File: src/rtl/ram_arbiter_pkg.sv
// rtl/ram_arbiter_pkg.sv - shared constants and FSM encoding for the RAM arbiter
package ram_arbiter_pkg;

  localparam int NUM_REQ = 2;

  typedef enum logic {
    ST_SERVE = 1'b0,
    ST_CLEAR = 1'b1
  } state_e;

endpackage

File: src/rtl/rr_arbiter2.sv
// rtl/rr_arbiter2.sv - two-way round-robin grant, pointer names the favoured requester on contention
module rr_arbiter2
  import ram_arbiter_pkg::*;
(
  input  logic [NUM_REQ-1:0] i_req,
  input  logic               i_ptr,
  output logic [NUM_REQ-1:0] o_grant
);

  always_comb begin
    o_grant = '0;
    if (i_req[0] && i_req[1]) begin
      o_grant[i_ptr] = 1'b1;
    end else begin
      o_grant = i_req;
    end
  end

endmodule

File: src/rtl/ram_arbiter.sv
// rtl/ram_arbiter.sv - two-requester round-robin front end for a single-port RAM with a full-clear engine
module ram_arbiter
  import ram_arbiter_pkg::*;
#(
  parameter int DATA_WIDTH    = 32,
  parameter int ADDRESS_WIDTH = 10
) (
  input  logic                            clk,
  input  logic                            rst_n,
  input  logic [NUM_REQ-1:0]              req_valid_i,
  input  logic [NUM_REQ-1:0]              req_write_i,
  input  logic [NUM_REQ*ADDRESS_WIDTH-1:0] req_address_i,
  input  logic [NUM_REQ*DATA_WIDTH-1:0]   req_data_i,
  output logic [NUM_REQ-1:0]              req_ready_o,
  output logic [NUM_REQ-1:0]              rsp_valid_o,
  output logic [DATA_WIDTH-1:0]           rsp_data_o,
  input  logic                            clear_i,
  output logic                            busy_o,
  output logic                            done_o,
  output logic [ADDRESS_WIDTH-1:0]        ram_address_o,
  output logic [DATA_WIDTH-1:0]           ram_data_o,
  output logic                            ram_write_en_o,
  input  logic [DATA_WIDTH-1:0]           ram_data_i
);

  localparam int AW = ADDRESS_WIDTH;
  localparam int DW = DATA_WIDTH;

  state_e              r_state;
  state_e              w_state_next;
  logic [AW-1:0]       r_count;
  logic [AW-1:0]       r_last_addr;
  logic                r_ptr;
  logic [NUM_REQ-1:0]  r_rsp_valid;
  logic [DW-1:0]       r_rsp_data;
  logic                r_done;

  logic [NUM_REQ-1:0]  w_req;
  logic [NUM_REQ-1:0]  w_grant;
  logic [NUM_REQ-1:0]  w_read_grant;
  logic                w_sel;
  logic                w_clear_last;

  // A clear request steals the cycle, so nobody is granted while it is seen.
  assign w_req        = (rst_n && r_state == ST_SERVE && !clear_i) ? req_valid_i : '0;
  assign w_sel        = w_grant[1];
  assign w_read_grant = w_grant & ~req_write_i;
  assign w_clear_last = (r_state == ST_CLEAR) && (r_count == '1);

  rr_arbiter2 u_rr_arbiter2 (
    .i_req   (w_req),
    .i_ptr   (r_ptr),
    .o_grant (w_grant)
  );

  always_ff @(posedge clk or negedge rst_n) begin
    if (!rst_n) begin
      r_state <= ST_SERVE;
    end else begin
      r_state <= w_state_next;
    end
  end

  always_comb begin
    w_state_next = r_state;
    case (r_state)
      ST_SERVE: if (clear_i) w_state_next = ST_CLEAR;
      ST_CLEAR: if (w_clear_last) w_state_next = ST_SERVE;
      default:  w_state_next = ST_SERVE;
    endcase
  end

  always_comb begin
    req_ready_o    = w_grant;
    busy_o         = (r_state == ST_CLEAR);
    ram_write_en_o = 1'b0;
    ram_address_o  = r_last_addr;
    ram_data_o     = '0;
    if (r_state == ST_CLEAR) begin
      ram_write_en_o = 1'b1;
      ram_address_o  = r_count;
    end else if (|w_grant) begin
      ram_write_en_o = req_write_i[w_sel];
      ram_address_o  = w_sel ? req_address_i[AW +: AW] : req_address_i[0 +: AW];
      ram_data_o     = w_sel ? req_data_i[DW +: DW] : req_data_i[0 +: DW];
    end
  end

  always_ff @(posedge clk or negedge rst_n) begin
    if (!rst_n) begin
      r_count     <= '0;
      r_last_addr <= '0;
      r_ptr       <= 1'b0;
      r_rsp_valid <= '0;
      r_rsp_data  <= '0;
      r_done      <= 1'b0;
    end else begin
      r_done      <= w_clear_last;
      r_rsp_valid <= w_read_grant;
      if (|w_read_grant) begin
        r_rsp_data <= ram_data_i;
      end
      if (|w_grant) begin
        r_ptr <= ~w_sel;
      end
      if ((|w_grant) || r_state == ST_CLEAR) begin
        r_last_addr <= ram_address_o;
      end
      // Counter parks on the last address once the sweep ends; it is reloaded on the next clear.
      if (r_state == ST_SERVE && clear_i) begin
        r_count <= '0;
      end else if (r_state == ST_CLEAR && !w_clear_last) begin
        r_count <= r_count + 1'b1;
      end
    end
  end

  assign rsp_valid_o = r_rsp_valid;
  assign rsp_data_o  = r_rsp_data;
  assign done_o      = r_done;

endmodule

File: config.mk
export PLATFORM = sky130hd
export DESIGN_NAME = ram_arbiter
export DESIGN_NICKNAME = d
export VERILOG_FILES = /design/src/rtl/ram_arbiter_pkg.sv /design/src/rtl/rr_arbiter2.sv /design/src/rtl/ram_arbiter.sv
export SDC_FILE = /design/constraint.sdc
export NUM_CORES = 1
export LEC_CHECK = 0
export ABC_AREA = 1
export BUFFER_PORTS_ARGS = -buffer_cell sky130_fd_sc_hd__buf_2
export CAP_MARGIN = 20
export CORE_ASPECT_RATIO = 1.75
export CORE_MARGIN = 10
export CORE_UTILIZATION = 43
export CTS_CLUSTER_DIAMETER = 50
export DETAILED_ROUTE_END_ITERATION = 8
export PLACE_DENSITY_LB_ADDON = 0.3
export SLEW_MARGIN = 20
export SYNTH_ARGS = -nofsm -noshare
export SYNTH_HDL_FRONTEND = slang
export SYNTH_SLANG_ARGS = --single-unit
File: constraint.sdc
create_clock -name clk -period 1.81 [get_ports clk]
set_input_delay 0.0905 -clock clk [delete_from_list [all_inputs] [get_ports clk]]
set_output_delay 0.0905 -clock clk [all_outputs]
set_load 0.02 [all_outputs]
Yosys cells after proc, flatten, opt, wreduce, memory -nomap -nowiden
Cells that the tools add are included.
Widths: inputs -> output; s select.

word-level totals
  flip-flop bits (word level) = 57
  output and inout port bits = 81

cells by class
  add/subtract/negate cells = 1
  magnitude comparators = 3
  eq/ne operators = 1
  muxes and demuxes = 19
  bitwise logic cells = 4
  reductions and logical operators = 13

operator list
  kind                   number
  $mux 32                3
  $mux 10                5
  $add 10x1->10 const B  1
  $eq 10x10->1 const B   1
  $logic_and 1x1->1      7
  $mux 1                 7
  $lt 1x2->1 const B     2
  $mux 2                 2
  $reduce_or 2->1        2
  $and 2x2->2            1
  $logic_not 1->1        2
  $not 1->1              2
  $not 2->2              1
  $pmux 1 s2             1
  $reduce_bool 2->1      1
  $demux 1 s1            1
  $ge 1x1->1 const B     1
  $logic_or 1x1->1       1

Longest topological paths before layout
  depth after elaboration = 10
  mapped depth = 9
  mapped depth without buffers = 8

Cells and area by module
A second synthesis with hierarchy kept.

second synthesis, totals
  cell total of the unflattened synthesis = 451
  area total of the unflattened synthesis = 3175.5 um2

modules (own cells, without submodules)
  module       times used  cells each  area each (um2)  seq. area each (um2)
  ram_arbiter  1           446         3154.3           1426.4
  rr_arbiter2  1           5           21.3             0.0

Worst setup path before layout
No wires, ideal clock.

  kind = reg2out
  from = register r_state, in the netlist busy_o
  to = output ram_data_o[22]
  arrival time = 1.644 ns
  data required time = 1.719 ns
  setup slack = 0.075 ns
  cell stages (with the launch flop) = 10
  path through = dfrtp_1 > inv_2 > nand2_1 > nor2_4 > nand2_1 > buf_6 > inv_4 > buf_4 > nor2_1 > nor2_1

on the way
  longest elaborated chain between the ends = 9
  elaborated cells between the ends (all ways) = 10

RTL lines
  what                                        RTL line                              source
  from (decl)                                 ram_arbiter.sv:29                     state_e r_state;
  from (signal assigned)                      ram_arbiter.sv:60                     r_state <= w_state_next;
  $not 1->1 *                                 --
  $logic_and 1x1->1 * (2 in series)           ram_arbiter.sv:45                     assign w_req = (rst_n && r_state == ST_SERVE && !clear_i) ? req_valid_i : '0;
  $mux 2 *                                    ram_arbiter.sv:45
  $logic_and 1x1->1                           rr_arbiter2.sv:12                     if (i_req[0] && i_req[1]) begin
  $mux 2 *                                    rr_arbiter2.sv:12
  net req_ready_o[1]                          ram_arbiter.sv:14                     output logic [NUM_REQ-1:0] req_ready_o,
  $mux 32 or $reduce_or 2->1 (tied branches)  ram_arbiter.sv:85, ram_arbiter.sv:82
  $mux 32 *                                   ram_arbiter.sv:82                     end else if (|w_grant) begin
  $mux 32 *                                   ram_arbiter.sv:79                     if (r_state == ST_CLEAR) begin
  to (decl)                                   ram_arbiter.sv:21                     output logic [DATA_WIDTH-1:0] ram_data_o,

Mark *: on every way through the listed nets, which the timed path passes. The rest lies on a longest branch.

Final worst setup path
  from = register r_state, in the netlist busy_o
  to = output ram_address_o[5]

on the way
  longest elaborated chain between the ends = 9
  elaborated cells between the ends (all ways) = 10

RTL lines
  what                                        RTL line                              source
  $not 1->1                                   --
  $logic_and 1x1->1 (2 in series)             ram_arbiter.sv:45
  $mux 2                                      ram_arbiter.sv:45
  $logic_and 1x1->1                           rr_arbiter2.sv:12
  $mux 2                                      rr_arbiter2.sv:12
  $mux 10 or $reduce_or 2->1 (tied branches)  ram_arbiter.sv:84, ram_arbiter.sv:82
  $mux 10                                     ram_arbiter.sv:82
  $mux 10 *                                   ram_arbiter.sv:79
  to (decl)                                   ram_arbiter.sv:20                     output logic [ADDRESS_WIDTH-1:0] ram_address_o,

Every way passes the cells marked *; elsewhere a longest branch is shown, timed or not.

==> results.py <==
metrics = {
    "sta": {
        "period_needed_ns": 1.93,
        "fin_crit_share": 1.07,
        "worst_slew_margin_rel": 0.530,
        "achievable-frequency_mhz": 518,
        "timing.final.setup_violations": 41,
        "finalClockSkew_ns": 0.00456,
        "report.final.slew_viol_count": 0,
        "worst-slew-pin-transition_ns": 0.705,
        "fin_ws_ns": -0.119,
        "final_hold_viol_count": 0,
        "setup_repair_after_global_routing_missed_its_margin": "true",
        "finalHoldWorstSlack_ns": 0.127,
    },
    "critical_path": {
        "slowest_delay_ns": 0.40,
        "worst_ep_required_time_ns": 1.72,
        "worstReg2RegStart": "r_count[0]",
        "timing.critical_path.cells": "inv_2, nand2_2, nor2_4, buf_12, buf_8, buf_6, nand3b_1, nand3_2, nand3_2, buf_6",
        "crit_buf_inv": 5,
        "cp_data_arrival_time_ns": 1.84,
        "worst_path_max_delay_cell": "sky130_fd_sc_hd__dfrtp_1",
        "slack_of_the_worst_reg_to_reg_path_ns": 0.21,
        "critical_path.startpoint_type": "flop",
        "worstSetupEndpointType": "output port",
        "timing.setup.critical_path_class": "flop to output port",
        "worst_r2r_path_depth": 7,
        "reg2reg_to": "r_count[6]",
        "critical_path.top_delay_family": "buffers and inverters",
        "critPathMaxFanout": 6,
    },
    "logic_synthesis": {
        "yosysTopAreaCell": "sky130_fd_sc_hd__dfrtp_1",
        "synth_edf_count": 0,
        "synth_area_per_cell_sq_um": 7.17,
        "ys_async_sr_fraction": 1.00,
        "netlist.area_leader.share": 0.439,
        "yosysWarningCount": 0,
        "syn_area_sq_um": 3250,
        "yosys-top-cells-area": "sky130_fd_sc_hd__dfrtp_1, sky130_fd_sc_hd__nand2_1, sky130_fd_sc_hd__nand3_1",
        "synth_seq_cells": 57,
        "seq_area_frac_synth": 0.439,
        "netlist_instances": 453,
        "synth.lib_cells_used.distinct": 25,
        "top_reg_cell_synth": "sky130_fd_sc_hd__dfrtp_1",
        "syn-num-nets": 577,
    },
    "pwr": {
        "leakage_nw": 3.16,
        "share_clk_of_total_power": 0.261,
        "p_sw_mw": 2.21,
        "power_frac_seq": 0.345,
        "power_switching_share": 0.375,
        "ir_drop_v": 0.000832,
        "power-per-cell-area_nw_per_um2": 1040,
        "internal-power_mw": 3.68,
        "comb_power_share": 0.394,
    },
    "min_path": {
        "min_path_cells": 5,
        "worst_hold_startpoint": "req_address_i[9]",
        "min-delay-path-class": "input pin to flop",
        "timing.hold.worst_endpoint": "r_last_addr[9]",
    },
    "drt": {
        "drt-pass1-iter-count": 4,
        "drt_iter0_drc": 198,
        "route.final.wire_length_mm": 15.1,
        "drcViolationCount": 0,
        "routedWlPerCell_um": 18.8,
        "drt-vias-per-instance": 5.33,
        "ant_nets": 0,
        "via_count": 4275,
    },
    "clocking": {
        "clock-root-buffer": "sky130_fd_sc_hd__clkbuf_16",
        "htree_num_levels": 3,
        "clock_transition_at_the_register_clock_pins_on_the_worst_setup_and_hold_paths_after_cts_ns": 0.05,
        "clock_path_buffers": 2,
        "clock_sinks": 57,
        "cts_made_buffers": 9,
        "tritoncts": "done",
        "clk-insertion-delay-late_ns": 0.32,
    },
    "layout": {
        "seq_area_sq_um": 1430,
        "finish.instance_area_sq_um": 5670,
        "fill_cells": 493,
        "syn2layout_area_growth_pct": 74.5,
        "stdcell_count": 802,
        "final_cell_mix": "sky130_fd_sc_hd__buf_2, sky130_fd_sc_hd__nand2_1, sky130_fd_sc_hd__nor2_1",
        "area_of_the_multi_input_gates_sq_um": 1850,
        "final_net_count": 833,
        "final_common_cell": "sky130_fd_sc_hd__buf_2",
        "layout-drive-gt1-share": 0.430,
    },
    "placed_design": {
        "sum_of_net_half_perimeters_after_detailed_placement_mm": 9.93,
        "numPortBuffers": 203,
        "post-place-ws_ns": 0.0874,
        "place_congestion": 0.859,
        "numPlacedInstances": 730,
        "placed_cell_area_sq_um": 4340,
    },
    "global_route": {
        "overflow": 0,
        "maximum_number_of_pins_on_one_net_before_global_route_repair": 58,
        "number_of_antenna_violations_at_the_first_check_in_global_routing": 2,
        "grt_first_pass_wirelength_mm": 22.5,
        "grt_pass1_vias": 4440,
        "groute.usage.overall": 0.242,
    },
    "job": {
        "max_cap_viol_count": 0,
    },
    "floorplan": {
        "die_h_um": 135,
        "core_sq_um": 7280,
        "fp.dieArea_sq_um": 11600,
        "die_x_um": 85.7,
        "number_of_rows_in_the_core_area": 41,
        "ios": 204,
        "floorplan.initialDensity": 0.446,
    },
    "outcome": {
        "failing_checks": "setup timing",
        "outcome": "finished with violations",
    },
}
==> registers in the layout, summed over array words and instances (netlist names) <==
register,count
r_count,10
busy_o,1
r_last_addr,10
r_ptr,1
done_o,1
rsp_valid_o,2
rsp_data_o,32
==> what timing repair did <==
item | 4_1_cts | 5_1_grt
pin swaps | 17 | 13
hold endpoints to repair | 89 | 0
gates cloned | 9 | 1
resized for setup | 94 | 39
setup endpoints to repair | 44 | 54
setup buffers | 9 | 2
hold buffers | 33 | 0
==> through the flow <==
step / total power [mW] / TNS (ns) / util
final: 5.89 / -2.06 / 0.778
after global routing: 6.23 / -5.70 / 0.778
after CTS: 5.86 / -2.03 / 0.759
after detailed placement: 3.96 / 0 / 0.596
after global placement: 3.90 / 0 / 0.596
after floorplan: 3.16 / 0 / -
==> power groups by stage <==
stage | clock network [mW] | registers [mW] | logic, mW
after floorplan | 0 | 2.26 | 0.897
after global placement | 0 | 2.02 | 1.89
after detailed placement | 0 | 2.03 | 1.93
after CTS | 1.56 | 2.02 | 2.27
after global routing | 1.62 | 2.09 | 2.52
final | 1.54 | 2.03 | 2.32
==> cell usage after synthesis, drive strengths merged (11+ instances only) <==
library cell  instances
buf                  17
clkbuf               11
dfrtp                57
inv                  32
nand2               115
nand3                79
nand3b               11
nand4                12
nor2                 74
o21ai                41
==> layer usage <==
| layer | routed length (um) | part of all wire | GRT usage |
|---|---|---|---|
| met1 | 4880 | 0.32 | 0.214 |
| met2 | 8030 | 0.53 | 0.456 |
| met3 | 1620 | 0.11 | 0.103 |
| met4 | 549 | 0.036 | 0.102 |
| met5 | 0 | 0 | 0 |
==> cells by family (layout without fill, tap and decap cells) <==
family | after synthesis | after routing | share of synthesized area
other | 0 | 2 | 0
DFF | 57 | 57 | 0.439
buffers and inverters | 60 | 316 | 0.0889
and+or+nand+nor | 291 | 296 | 0.399
AOI/OAI and AO/OA | 43 | 43 | 0.0670
xor gates and xnor gates | 1 | 1 | 0.00270
adders and majority gates | 1 | 1 | 0.00385
==> worst register-to-register path, stage by stage, from the launching register on <==
cell,delay (ns)
sky130_fd_sc_hd__dfrtp_1,0.41
sky130_fd_sc_hd__ha_1,0.22
sky130_fd_sc_hd__nand2_1,0.11
sky130_fd_sc_hd__nor2_2,0.16
sky130_fd_sc_hd__nand3_2,0.13
sky130_fd_sc_hd__nand2_2,0.12
sky130_fd_sc_hd__nand2_1,0.14
sky130_fd_sc_hd__o21ai_0,0.21
==> worst max path at each step <==
| stage | start | end | slack [ns] | cells past startpoint |
|---|---|---|---|---|
| 4_1_cts | busy_o | ram_address_o[7] | -0.08 | 10 |
| 6_report | busy_o | ram_address_o[5] | -0.12 | 10 |
| 5_1_grt | busy_o | ram_data_o[19] | -0.20 | 9 |
| 3_3_place_gp | busy_o | ram_address_o[7] | 0.13 | 8 |
| 3_5_place_dp | busy_o | ram_data_o[15] | 0.09 | 8 |
| 2_1_floorplan | busy_o | ram_data_o[22] | 0.08 | 9 |
==> final cells by class <==
cell class / instances / share of cell area
repair buffers: 268 / 0.330
multi-input cells: 341 / 0.327
flip-flops and latches: 57 / 0.252
clock buffers: 14 / 0.0466
inverters: 32 / 0.0234
well taps: 86 / 0.0190
clock inverters: 2 / 0.00221
diodes: 2 / 0.000883
(Power assumes the default switching activity.)
